**src/rtl/k_and_s_pkg.sv**
```systemverilog
// rtl/k_and_s_pkg.sv - instruction classes, controller state and ALU encodings shared by control_unit
package k_and_s_pkg;

  typedef enum logic [3:0] {
    I_NOP, I_LOAD, I_STORE, I_MOVE, I_ADD, I_SUB, I_AND, I_OR,
    I_BRANCH, I_BZERO, I_BNZERO, I_BNEG, I_BNNEG, I_BOV, I_BNOV, I_HALT
  } decoded_instruction_type;

  typedef logic [2:0] ctrl_state_t;

  localparam ctrl_state_t S_FETCH  = 3'd0;
  localparam ctrl_state_t S_DECODE = 3'd1;
  localparam ctrl_state_t S_LOAD   = 3'd2;
  localparam ctrl_state_t S_STORE  = 3'd3;
  localparam ctrl_state_t S_ALU    = 3'd4;
  localparam ctrl_state_t S_BRANCH = 3'd5;
  localparam ctrl_state_t S_HALT   = 3'd6;

  localparam logic [1:0] OP_ADD = 2'b00;
  localparam logic [1:0] OP_AND = 2'b01;
  localparam logic [1:0] OP_OR  = 2'b10;
  localparam logic [1:0] OP_SUB = 2'b11;

  // MOVE passes its operand through the AND path
  function automatic logic [1:0] alu_op(input decoded_instruction_type instr);
    case (instr)
      I_SUB:   return OP_SUB;
      I_AND:   return OP_AND;
      I_OR:    return OP_OR;
      I_MOVE:  return OP_AND;
      default: return OP_ADD;
    endcase
  endfunction

  function automatic logic branch_taken(input decoded_instruction_type instr,
                                        input logic zero, input logic neg,
                                        input logic sovf);
    case (instr)
      I_BRANCH: return 1'b1;
      I_BZERO:  return zero;
      I_BNZERO: return !zero;
      I_BNEG:   return neg;
      I_BNNEG:  return !neg;
      I_BOV:    return sovf;
      I_BNOV:   return !sovf;
      default:  return 1'b0;
    endcase
  endfunction

endpackage

```
**src/rtl/control_unit.sv**
```systemverilog
// rtl/control_unit.sv - multi-cycle processor controller FSM
// Optional CTRL_INSTR_COUNT_EN adds the instr_count retired-instruction counter.
module control_unit
  import k_and_s_pkg::*;
#(
  parameter int RAM_RD_LATENCY = 1
) (
  input  logic                    clk,
  input  logic                    rst,
  input  decoded_instruction_type decoded_instruction,
  input  logic                    zero_op,
  input  logic                    neg_op,
  input  logic                    unsigned_overflow,
  input  logic                    signed_overflow,
  output logic                    branch,
  output logic                    pc_enable,
  output logic                    ir_enable,
  output logic                    addr_sel,
  output logic                    c_sel,
  output logic                    write_reg_enable,
  output logic                    flags_reg_enable,
  output logic [1:0]              operation,
  output logic                    ram_write_enable,
`ifdef CTRL_INSTR_COUNT_EN
  output logic [15:0]             instr_count,
`endif
  output logic                    halt
);

  localparam logic [1:0] LAST_WAIT = 2'(RAM_RD_LATENCY);

  ctrl_state_t state, next_state;
  logic [1:0]  wait_cnt;
  logic        last_wait;
  logic        flags_unused;

  assign flags_unused = unsigned_overflow;
  assign last_wait    = (wait_cnt == LAST_WAIT);

  always_ff @(posedge clk) begin
    if (rst) begin
      state    <= S_FETCH;
      wait_cnt <= 2'd0;
    end else begin
      state <= next_state;
      // counter only runs while a multi-cycle state repeats; any transition clears it
      if ((state == S_FETCH || state == S_LOAD) && next_state == state)
        wait_cnt <= wait_cnt + 2'd1;
      else
        wait_cnt <= 2'd0;
    end
  end

  always_comb begin
    next_state = state;
    case (state)
      S_FETCH:  if (last_wait) next_state = S_DECODE;
      S_DECODE: begin
        case (decoded_instruction)
          I_LOAD:                          next_state = S_LOAD;
          I_STORE:                         next_state = S_STORE;
          I_MOVE, I_ADD, I_SUB, I_AND, I_OR: next_state = S_ALU;
          I_HALT:                          next_state = S_HALT;
          default:                         next_state = S_BRANCH;
        endcase
      end
      S_LOAD:   if (last_wait) next_state = S_FETCH;
      S_STORE, S_ALU, S_BRANCH: next_state = S_FETCH;
      S_HALT:   next_state = S_HALT;
      default:  next_state = S_FETCH;
    endcase
  end

  always_comb begin
    branch           = 1'b0;
    pc_enable        = 1'b0;
    ir_enable        = 1'b0;
    addr_sel         = 1'b0;
    c_sel            = 1'b0;
    write_reg_enable = 1'b0;
    flags_reg_enable = 1'b0;
    operation        = OP_ADD;
    ram_write_enable = 1'b0;
    halt             = 1'b0;
    if (!rst) begin
      case (state)
        S_FETCH: begin
          addr_sel  = 1'b1;
          ir_enable = last_wait;
        end
        S_LOAD: begin
          c_sel            = 1'b1;
          write_reg_enable = last_wait;
          pc_enable        = last_wait;
        end
        S_STORE: begin
          ram_write_enable = 1'b1;
          pc_enable        = 1'b1;
        end
        S_ALU: begin
          write_reg_enable = 1'b1;
          pc_enable        = 1'b1;
          flags_reg_enable = (decoded_instruction != I_MOVE);
          operation        = alu_op(decoded_instruction);
        end
        S_BRANCH: begin
          pc_enable = 1'b1;
          branch    = branch_taken(decoded_instruction, zero_op, neg_op, signed_overflow);
        end
        S_HALT:  halt = 1'b1;
        default: ;
      endcase
    end
  end

`ifdef CTRL_INSTR_COUNT_EN
  always_ff @(posedge clk) begin
    if (rst)
      instr_count <= 16'd0;
    else if (pc_enable)
      instr_count <= instr_count + 16'd1;
  end
`endif

endmodule

```
**config.mk**
```make
export PLATFORM = sky130hd
export DESIGN_NAME = control_unit
export DESIGN_NICKNAME = d
export VERILOG_FILES = /design/src/rtl/k_and_s_pkg.sv /design/src/rtl/control_unit.sv
export SDC_FILE = /design/constraint.sdc
export NUM_CORES = 1
export LEC_CHECK = 0
export CORE_AREA = 4 4 41 43
export CTS_CLUSTER_SIZE = 30
export DETAILED_ROUTE_END_ITERATION = 12
export DIE_AREA = 0 0 45 47
export DONT_BUFFER_PORTS = 1
export HOLD_SLACK_MARGIN = 0.03
export PLACE_DENSITY_LB_ADDON = 0.2
export SYNTH_ARGS = -nofsm -noshare
export SYNTH_HDL_FRONTEND = slang
export SYNTH_SLANG_ARGS = --single-unit
export TNS_END_PERCENT = 20
```
**constraint.sdc**
```tcl
create_clock -name clk -period 3 [get_ports clk]
set_input_delay 0.75 -clock clk [delete_from_list [all_inputs] [get_ports clk]]
set_output_delay 0.75 -clock clk [all_outputs]
set_load 0.005 [all_outputs]
```
* After elaboration in Yosys (flattened, before gate mapping)
Memory sizes are Yosys's and may differ from the RTL's.
Index checks and enable logic that the tools add are counted.
** Storage, ports and cells
- Register bits :: 5
- Bits in read-only memories :: 48
- Output and inout bits :: 11
- Logic and storage cells :: 59
- Memories kept :: 1
** Memory list
- (name not given) :: words 16, width 3, read ports 1, clocked after Yosys merged registers in 0, wr ports 0, line control_unit.sv:59 : case (decoded_instruction)
** Operators by class
- Add/sub/neg operators :: 1
- Eq/ne operators :: 20
- Muxes and demuxes :: 25
- Bitwise operators :: 1
- Reduce and logical (&&, ||, !) cells :: 9
** Operator list (count)
- 4-bit equality test, second input constant :: 7
- 1-bit 2-to-1 mux :: 16
- 4-bit by 3-bit equality test with 1-bit output, second input constant :: 3
- 3-bit one-hot mux with 4 select lines :: 1
- 3-bit equality test, second input constant :: 3
- 1-bit one-hot mux with 7 select lines :: 1
- 3-bit by 2-bit equality test with 1-bit output, second input constant :: 2
- 3-bit 2-to-1 mux :: 2
- 2-bit one-hot mux with 3 select lines :: 1
- 4-bit by 2-bit equality test with 1-bit output, second input constant :: 1
- 2-bit 2-to-1 mux :: 2
- 4-bit by 2-bit inequality test with 1-bit output, second input constant :: 1
- 1-bit one-hot mux with 2 select lines :: 2
- 2-bit OR reduction :: 2
- 3-bit by 1-bit equality test with 1-bit output, second input constant :: 1
- 3-bit equality test :: 1
- 1-bit zero test :: 3
- 3-bit zero test :: 1
- 3-bit OR reduction :: 1
- 2-bit by 1-bit adder with 2-bit output, second input constant :: 1
- 2-bit by 1-bit equality test with 1-bit output, second input constant :: 1
- 1-bit logical AND :: 1
- 1-bit logical OR :: 1
- 1-bit inverter :: 1

* Logic depth before layout (Yosys ltp)
Gate-level depths: netlist (run 1).
- Word-level depth :: 7
- Gate-level depth with buffers :: 5
- Gate-level depth less buffers :: 5

* Least setup slack after synthesis (run 1)
OpenSTA, ideal clock, no wires.
- Kind :: input port to output port
- Start :: input rst
- End :: output operation[0]
- Data arrival time :: 1.462 ns
- Data required time :: 2.250 ns
- Slack :: 0.788 ns
- Stages :: 3
- Path buffers :: 0
- Cells stage by stage :: nand2b_4 or4_4 a211oi_2
** Between the ends
- Longest elaborated chain between the ends :: 1
** RTL lines
- start: declaration :: line control_unit.sv:9 : input logic rst,
- 2-bit 2-to-1 mux :: line control_unit.sv:85 : if (!rst) begin
- end: declaration :: line control_unit.sv:22 : output logic [1:0] operation,
Every way passes these cells.

* Worst setup path after layout (run 1)
- Start :: input decoded_instruction[0]
- End :: output flags_reg_enable
** Between the ends
- Longest elaborated chain between the ends :: 3
** RTL lines
- start: declaration :: line control_unit.sv:10 : input decoded_instruction_type decoded_instruction,
- 4-bit by 2-bit inequality test with 1-bit output :: line control_unit.sv:103 : flags_reg_enable = (decoded_instruction != I_MOVE);
- 1-bit 2-to-1 mux :: line control_unit.sv:86 : case (state)
- 1-bit 2-to-1 mux :: line control_unit.sv:85
- end: declaration :: line control_unit.sv:21 : output logic flags_reg_enable,
Every way passes these cells.

==> results.env, run 1 <==
SYNTH_SEQUENTIAL_AREA_RATIO_PCT=19.0
CTS-ROOT-TO-SINK-BUFFERS=2
GRT_MAX_DEGREE=14
WORSTSETUPPATHTYPE='in2out'
SYN_AREA_PER_CELL_UM2=8.12
TRITONCTS='yes'
FINAL_PERIOD_MINUS_WORST_SETUP_SLACK_PS=2340
CRITPATHARRIVALTIME_PS=1590
N_ANTENNA_CELL=0
DIE_HEIGHT_UM=47
DRIVE_ABOVE_1_SHARE_PCT=16.9
MAX_FO_CRITICAL_PATH=5
ANT_NETS=0
ANTENNA_FOUND_INITIAL=0
CTS-ROOT-BUF='clkbuf_4'
AREAGROWTHSYNTHTOFINISH_PCT=3.79
YS_SEQ_ELEMENTS=5
ROUTE.DETAILED.DRC=0
NUMBER_OF_GLOBAL_ROUTE_VIAS_BEFORE_REPAIR=436
CRITICAL_PATH.TOP_DELAY_FAMILY='compound AO/OA/AOI/OAI gates'
GR-TOTAL-OVERFLOW=0
DESIGN.PORTCOUNT=21
VDD_DROP_MAX_V=0.000376
STD_CELL_ROWS=13
WIRE_LENGTH_OF_THE_FIRST_GLOBAL_ROUTING_PASS_UM=1850
TIMING.HOLD.WORST.CLASS='reg2reg'
NETLIST_AREA_UM2=528
MAXSLEWHEADROOM_PCT=55.9
PLACE.GP.CONGESTION=0.682
SYNTH_TOP_CELL_AREA_SHARE_PCT=19.0
VIA_COUNT=452
FP.COREAREA_MM2=0.00130
IO_BUFFER_COUNT=0
FMAX_MHz=427
COUNT_OF_FINAL_HOLD_CHECK_VIOLATIONS=0
FINAL.SETUP.TNS_PS=0
GRT_UTIL_ALL_LAYERS_PCT=11.9
TIMING.CLOCK.SKEW_PS=2.06
FINISH.NET_COUNT=82
DIE_W_UM=45
CTS-RESIZED-GATES=0
CLOCK-SINKS=5
CLOCK_TREE.HTREE_LEVEL_COUNT=1
SYNTH.AREA.TOP_CELLS='dfxtp_1, ha_1, nor2_1'
CRITICAL-PATH-SLOWEST-CELL='a2111oi_0'
WORST-PATH-BUF-INV=0
TIMING.FINAL.MAX_SLEW_VIOLATIONS=0
WIRE_PER_INST_UM=13.4
CTS_SETUP_BUFFERS=0
NUMBER_OF_MAX_CAP_VIOLATIONS=0
CTS_HOLD_REPAIR.BUFFERS=0
POST_SYNTH_INST_COUNT=65
FLOORPLAN.DIE_AREA_MM2=0.00212
WORST_SKEW_PAIR.LATE_LATENCY_PS=240
CLK_PIN_SLEW_WORST_PATHS_PS=40
PLACE_HPWL_UM=827
SETUP_REPAIR_AFTER_GLOBAL_ROUTING_MISSED_ITS_MARGIN='no'
WORST_SLEW_PIN_SLEW_PS=644
YOSYSUNIQUECELLTYPES=32
AGGREGATE_ROUTED_WIRE_LENGTH_UM=1070
SYNTH_NETS=81
CP_SLOWEST_STAGE_DELAY_PS=610
FIRST_DRT_PASS_ITERATION_COUNT=4
CRIT_CHAIN='ha_1 > a2111oi_0'
CTS_BUFFERS=3
TIMING.CRITICAL_PATH.TO_TYPE='primary output'
ROUTE.DETAILED.VIAS_PER_INST=5.65
CELLLEAKAGEPOWER_nW=0.223
INITIAL_UTILIZATION_PCT=40.6
CP-START-KIND='primary input'
DRT_FIRST_ITER_VIOLATIONS=6
NETLIST.TOP_CELL.BY_AREA='dfxtp_1'
SYNTH.YOSYS.WARNINGS=0
MIN_PERIOD_OVER_PERIOD_PCT=78.2
CELLPOWERDENSITY_mW_PER_MM2=558
FINAL-SETUP-VIOL-COUNT=0
HOLD_SLACK_PS=435
WORST_EP_REQUIRED_TIME_PS=2250
OUTCOME='complete, no violations'
final cells by class:
class                      instances  area [um^2]
clock buffer                       4         26.3
fill                             135          753
tap                               15         18.8
multi-input combinational         53          392
sequential                         5          100
inverter                           3         11.3
per-layer routing:
metal | vias up | routed length (um) | track usage, %
met5 | - | 0 | 0
met1 | 204 | 482 | 15.1
met3 | 0 | 79 | 4.60
met2 | 16 | 508 | 18.6
li1 | 232 | - | -
met4 | 0 | 0 | 3.51
state kept, by name (all words and copies together) (netlist names):
name	cells
state	3
wait_cnt	2
path summary, 6_finish.rpt:
check | endpoint | depth (start not counted) | from | slack (ps)
min | wait_cnt[0] | 1 | wait_cnt[0] | 430
max | flags_reg_enable | 2 | decoded_instruction[0] | 660
min reg2reg | wait_cnt[0] | 1 | wait_cnt[0] | 430
max reg2reg | state[2] | 2 | state[0] | 1770
worst register-to-register path, cell delays in order, from the launching register on:
cell and delay (ps):
dfxtp_1 560, or4b_1 470, a21oi_1 140
through the flow:
step	instances	area (um^2)	setup slack [ps]	power [W]	utilization, %
after floorplan	65	528	788	0.000213	-
after global placement	76	522	657	0.000228	40.1
after detailed placement	76	522	620	0.000229	40.1
after CTS	80	548	621	0.000310	42.1
after global routing	80	548	631	0.000338	42.1
final	80	548	655	0.000306	42.1
layout by cell type (no fill, tap or decap), types with 2 or more instances in the layout:
| master | instances |
|---|---|
| nor2_1 | 8 |
| inv_1 | 3 |
| or2_2 | 2 |
| mux2i_1 | 2 |
| nor2b_1 | 2 |
| nor3_1 | 4 |
| ha_1 | 6 |
| and2b_1 | 2 |
| nand2b_1 | 2 |
| or4b_1 | 2 |
| clkbuf_4 | 3 |
| nand2_1 | 3 |
| a21oi_1 | 3 |
| a31oi_1 | 2 |
| dfxtp_1 | 5 |
cell families after synthesis:
kind of cell | synth area share, %
simple gates | 41.5
compound gates | 14.7
buf+inv | 6.87
fa+ha+maj | 14.2
flops | 19.0
mux | 3.79
cell usage after synthesis, drive strengths merged:
cell type	n
nor2	8
ha	6
dfxtp	5
nor3	5
a21oi	3
buf	3
inv	3
nand2	3
nand2b	3
a211oi	2
a31oi	2
and2b	2
mux2i	2
nor2b	2
or2	2
or4b	2
a2111oi	1
and2	1
and3	1
and4bb	1
clkbuf	1
nand3	1
nand3b	1
nor3b	1
o21ai	1
o21bai	1
o32ai	1
or4	1
report_power, final:
part / leakage, nW / total (W) / internal, W / switching (W)
sequential: 0.0409 / 0.000116 / 0.0000875 / 0.0000281
combinational: 0.167 / 0.000112 / 0.0000592 / 0.0000530
clock: 0.0150 / 0.0000782 / 0.0000503 / 0.0000279
total: 0.223 / 0.000306 / 0.000197 / 0.000109
No activity file was read; power rests on OpenSTA's default activity.
==> inputs of run 2 (changes only) <==
==> constraint.sdc (replaced) <==
create_clock -name clk -period 2.4 [get_ports clk]
set_input_delay 0.6 -clock clk [delete_from_list [all_inputs] [get_ports clk]]
set_output_delay 0.6 -clock clk [all_outputs]
set_load 0.005 [all_outputs]
==> results.env, run 2 (synthesized netlist as in run 1, its figures left out) <==
WIRE_PER_INST_UM=13.4
CRITICAL_PATH.TOP_DELAY_FAMILY='compound AO/OA/AOI/OAI gates'
CTS-RESIZED-GATES=0
NUMBER_OF_MAX_CAP_VIOLATIONS=0
CTS-ROOT-BUF='clkbuf_4'
MET2_LENGTH_UM=517
CTS_SETUP_BUFFERS=0
MET3_LENGTH_UM=81
CELLLEAKAGEPOWER_nW=0.223
N_ANTENNA_CELL=0
LARGEST_REG_FLOPS=3
DRT_FIRST_ITER_VIOLATIONS=3
FMAX_MHz=491
DPL_WORST_SLACK_PS=330
CLOCK-SINKS=5
ANTENNA_FOUND_INITIAL=0
WORST_EP_REQUIRED_TIME_PS=1800
CRIT_CHAIN='ha_1 > a2111oi_0'
CRITPATHARRIVALTIME_PS=1440
CTS-ROOT-TO-SINK-BUFFERS=2
SETUP_REPAIR_AFTER_GLOBAL_ROUTING_MISSED_ITS_MARGIN='no'
NUMBER_OF_GLOBAL_ROUTE_VIAS_BEFORE_REPAIR=390
ROUTE.DETAILED.VIAS_PER_INST=5.81
CP_SLOWEST_STAGE_DELAY_PS=600
P_SW_SHARE_PCT=35.6
LAYOUT.CELLS.MOST_COMMON_LIST='nor2_1, ha_1, dfxtp_1, nor3_1'
WORST-PATH-BUF-INV=0
DESIGN.PORTCOUNT=21
FINAL.SETUP.TNS_PS=0
ROUTE.DETAILED.DRC=0
GR-TOTAL-OVERFLOW=0
VDD_DROP_MAX_V=0.000477
DIE_W_UM=45
GRT_MAX_DEGREE=14
WORSTSETUPPATHTYPE='in2out'
MAX_FO_CRITICAL_PATH=5
DIE_HEIGHT_UM=47
COMB_POWER_SHARE_PCT=36.9
BIGGESTREGSBYFLOPS='state (3), wait_cnt (2)'
WORST_SETUP_PATH_STARTPOINT='decoded_instruction[0]'
FIRST_DRT_PASS_ITERATION_COUNT=4
MIN_PERIOD_OVER_PERIOD_PCT=84.9
CLOCK_TREE.HTREE_LEVEL_COUNT=1
TRITONCTS='yes'
TIMING.REG2REG.SETUP_SLACK_PS=1190
TIMING.CRITICAL_PATH.TO_TYPE='primary output'
LARGEST-REGISTER='state'
AGGREGATE_ROUTED_WIRE_LENGTH_UM=1070
VIA_COUNT=465
CLK_PIN_SLEW_WORST_PATHS_PS=40
CTS_HOLD_REPAIR.BUFFERS=0
FINAL_PERIOD_MINUS_WORST_SETUP_SLACK_PS=2040
COUNT_OF_FINAL_HOLD_CHECK_VIOLATIONS=0
POWER.SEQUENTIAL.FRACTION_PCT=37.3
ANT_NETS=0
SWITCHINGPOWER_W=0.000136
WORST_SKEW_PAIR.LATE_LATENCY_PS=240
TIMING.HOLD.WORST.CLASS='in2reg'
TIMING.FINAL.MAX_SLEW_VIOLATIONS=0
FINAL-SETUP-VIOL-COUNT=0
WORST-R2R-CELL-COUNT=2
MET1WIRELENGTH_UM=460
IO_BUFFER_COUNT=0
CP-ENDPOINT='flags_reg_enable'
TIMING.CLOCK.SKEW_PS=1.02
FLOORPLAN.DIE_AREA_MM2=0.00212
AREAGROWTHSYNTHTOFINISH_PCT=3.79
HOLD_SLACK_PS=421
FP.COREAREA_MM2=0.00130
PLACE_HPWL_UM=797
INITIAL_UTILIZATION_PCT=40.6
TIMING.RR.START='state[0]'
MAXSLEWHEADROOM_PCT=57.0
DRIVE_ABOVE_1_SHARE_PCT=16.9
FILL_CELLS=137
MAXUSEDROUTINGLAYER='met4'
CP-START-KIND='primary input'
CELLPOWERDENSITY_mW_PER_MM2=697
GRT_UTIL_ALL_LAYERS_PCT=11.3
PLACE.GP.CONGESTION=0.682
TIMING.RR.END='state[2]'
WORST_SLEW_PIN_SLEW_PS=629
LAYOUT_COMMONEST_CELL='nor2_1'
CP.DEPTH=2
CRITICAL-PATH-SLOWEST-CELL='a2111oi_0'
CTS_BUFFERS=3
TOTAL_POWER_W=0.000382
STD_CELL_ROWS=13
OUTCOME='complete, no violations'
FINAL_CRITICAL_PATH_SETUP_SLACK_PS=363
CELL_INTERNAL_PWR_W=0.000246
WIRE_LENGTH_OF_THE_FIRST_GLOBAL_ROUTING_PASS_UM=1680
POWER_FRAC_CLOCK_PCT=25.8
FINISH.NET_COUNT=82
-- run 2: cell counts in the layout (fill, tap and decap cells not counted) --
Identical to the previous run, type by type.
-- run 2: through the flow --
step / std cells / instance area, um^2 / util, %
6_report: 80 / 548 / 42.1
5_1_grt: 80 / 548 / 42.1
4_1_cts: 80 / 548 / 42.1
3_5_place_dp: 76 / 522 / 40.1
3_3_place_gp: 76 / 522 / 40.1
2_1_floorplan: 65 / 528 / -
-- run 2: per-layer routing --
metal | GRT usage [%] | vias to the layer above
met4 | 7.02 | 0
met2 | 15.5 | 18
met3 | 4.60 | 2
li1 | - | 229
met5 | 0 | -
met1 | 14.6 | 216
-- run 2: layout make-up --
cell class | instances | area, um^2 | share of cell area, %
multi-input combinational | 53 | 392 | 71.5
sequential | 5 | 100 | 18.3
clock buffer | 4 | 26.3 | 4.79
tap | 15 | 18.8 | 3.42
inverter | 3 | 11.3 | 2.05
-- run 2: power by group through the flow --
stage,registers [W],logic [W],clock network (W)
floorplan,0.000124,0.000141,0
global placement,0.000144,0.000140,0
detailed placement,0.000144,0.000140,0
CTS,0.000143,0.000142,0.000104
global route,0.000149,0.000164,0.000108
finish,0.000142,0.000141,0.0000986
-- run 2: worst min path at each step --
stage	from	endpoint	cells past startpoint
finish	rst	state[2]	1
global route	rst	state[2]	1
CTS	rst	state[2]	1
detailed placement	wait_cnt[0]	wait_cnt[0]	1
global placement	wait_cnt[0]	wait_cnt[0]	1
floorplan	wait_cnt[0]	wait_cnt[0]	1
==> inputs of run 3 (changes only) <==
==> constraint.sdc (replaced) <==
create_clock -name clk -period 1.75 [get_ports clk]
set_input_delay 0.4375 -clock clk [delete_from_list [all_inputs] [get_ports clk]]
set_output_delay 0.4375 -clock clk [all_outputs]
set_load 0.005 [all_outputs]
==> results.env, run 3 (synthesized netlist as in run 1, its figures left out) <==
OUTCOME='complete, no violations'
WORST_SLEW_PIN_SLEW_PS=362
DRT_FIRST_ITER_VIOLATIONS=6
INITIAL_UTILIZATION_PCT=40.6
HOLD_SLACK_PS=251
ROUTE.DETAILED.DRC=0
WORSTSETUPPATHTYPE='reg2out'
WORST_SKEW_PAIR.LATE_LATENCY_PS=240
AGGREGATE_ROUTED_WIRE_LENGTH_UM=1090
LAYOUT.CELLS.MOST_COMMON_LIST='nor2_1, ha_1, nor3_1, buf_4'
WIRE_PER_INST_UM=13.0
MAXSLEWHEADROOM_PCT=75.8
ROUTE.DETAILED.VIAS_PER_INST=5.52
MIN_PERIOD_OVER_PERIOD_PCT=99.5
TIMING.CLOCK.SKEW_PS=0.775
TIMING.CRITICAL_PATH.TO_TYPE='primary output'
GRT_MAX_DEGREE=13
GRT.BUSIEST_LAYER='met2'
N_ANTENNA_CELL=0
STD_CELL_ROWS=13
LARGEST-REGISTER='state'
PLACE.GP.CONGESTION=0.723
FINAL-INSTANCE-COUNT-EXCL-FILL=84
GR-TOTAL-OVERFLOW=0
GLOBALROUTEMET3UTIL_PCT=5.75
CLOCK-SINKS=5
LAYOUT_COMMONEST_CELL='nor2_1'
WORST_EP_REQUIRED_TIME_PS=1310
NUMBER_OF_GLOBAL_ROUTE_VIAS_BEFORE_REPAIR=411
FIRST_DRT_PASS_ITERATION_COUNT=4
FINAL_PERIOD_MINUS_WORST_SETUP_SLACK_PS=1740
FMAX_MHz=574
CTS_HOLD_REPAIR.BUFFERS=0
AREAGROWTHSYNTHTOFINISH_PCT=13.7
CLOCK_TREE.HTREE_LEVEL_COUNT=1
LARGEST_REG_FLOPS=3
GRT_USE_MET1_PCT=13.9
FINAL-SETUP-VIOL-COUNT=0
DRIVE_ABOVE_1_SHARE_PCT=27.5
CTS_BUFFERS=3
TIMING.FINAL.MAX_SLEW_VIOLATIONS=0
ANT_NETS=0
CELLLEAKAGEPOWER_nW=0.245
TIMING.HOLD.WORST.CLASS='in2reg'
CRITPATHARRIVALTIME_PS=1300
FINISH.NET_COUNT=86
WORST_SETUP_PATH_STARTPOINT='state[1]'
GRT_UTIL_ALL_LAYERS_PCT=11.9
DIE_HEIGHT_UM=47
CLK_PIN_SLEW_WORST_PATHS_PS=40
WIRE_LENGTH_OF_THE_FIRST_GLOBAL_ROUTING_PASS_UM=1750
DIE_W_UM=45
SETUP_REPAIR_AFTER_GLOBAL_ROUTING_MISSED_ITS_MARGIN='yes'
ANTENNA_FOUND_INITIAL=0
IO_BUFFER_COUNT=0
CTS-ROOT-TO-SINK-BUFFERS=2
WORST-R2R-CELL-COUNT=3
USE_MET2_PCT=17.8
FP.COREAREA_MM2=0.00130
CP-START-KIND='flip-flop'
PLACE_HPWL_UM=840
DP.CELLS=80
FILL_CELLS=148
TIMING.RR.START='state[2]'
CELLPOWERDENSITY_mW_PER_MM2=956
DPL_WORST_SLACK_PS=-13.9
FINAL_CRITICAL_PATH_SETUP_SLACK_PS=8.24
BIGGESTREGSBYFLOPS='state (3), wait_cnt (2)'
TIMING.REG2REG.SETUP_SLACK_PS=540
NUMBER_OF_MAX_CAP_VIOLATIONS=0
DESIGN.PORTCOUNT=21
CTS-ROOT-BUF='clkbuf_4'
VIA_COUNT=464
FLOORPLAN.DIE_AREA_MM2=0.00212
TRITONCTS='yes'
COUNT_OF_FINAL_HOLD_CHECK_VIOLATIONS=0
VDD_DROP_MAX_V=0.000667
MAX_FO_CRITICAL_PATH=12
CP-ENDPOINT='operation[0]'
TIMING.RR.END='state[2]'
==> run 3: repair_timing <==
| item | in CTS | in global routing |
|---|---|---|
| gates resized for setup | 5 | 3 |
| hold endpoints to repair | 0 | 0 |
| setup endpoints to repair | 4 | 4 |
| pin swaps | 0 | 0 |
| buffers inserted | 0 | 0 |
==> run 3: cell type report <==
type	instances	area, um^2	share of cell area (%)
Multi-Input combinational cell	53	409	68.1
Sequential cell	5	105	17.5
Timing Repair Buffer	4	30.0	5.00
Clock buffer	4	26.3	4.38
Tap cell	15	18.8	3.13
Inverter	3	11.3	1.88
==> run 3: worst min path at each step <==
stage / from / to / slack (ps) / cells past startpoint
6_report: rst / state[2] / 250 / 1
4_1_cts: rst / state[2] / 250 / 1
3_3_place_gp: wait_cnt[0] / wait_cnt[0] / 420 / 1
5_1_grt: rst / state[2] / 240 / 1
3_5_place_dp: wait_cnt[0] / wait_cnt[0] / 420 / 1
2_1_floorplan: wait_cnt[0] / wait_cnt[0] / 400 / 1
==> run 3: stage by stage <==
step | cell area (um^2) | power, W | setup TNS, ps | utilization, %
final | 601 | 0.000574 | 0 | 46.2
after CTS | 588 | 0.000570 | -3.17 | 45.2
after floorplan | 528 | 0.000364 | 0 | -
after global routing | 601 | 0.000623 | -52.0 | 46.2
after global placement | 552 | 0.000412 | 0 | 42.4
after detailed placement | 552 | 0.000413 | -13.9 | 42.4
==> run 3: where the power goes <==
group	switching (W)	internal (W)	total [W]
clock network	0.0000499	0.0000864	0.000136
logic	0.000129	0.000136	0.000265
registers	0.0000223	0.000151	0.000173
==> run 3: worst max-delay path, stage by stage, from the launching register on <==
cell      delay [ps]
dfxtp_4          380
or4_4            510
a211oi_4         170
==> run 3: metal layers <==
layer,vias to the layer above,part of all wire (%)
li1,239,-
met1,208,44
met2,13,47
met3,4,7.1
met4,0,2.0
met5,-,0
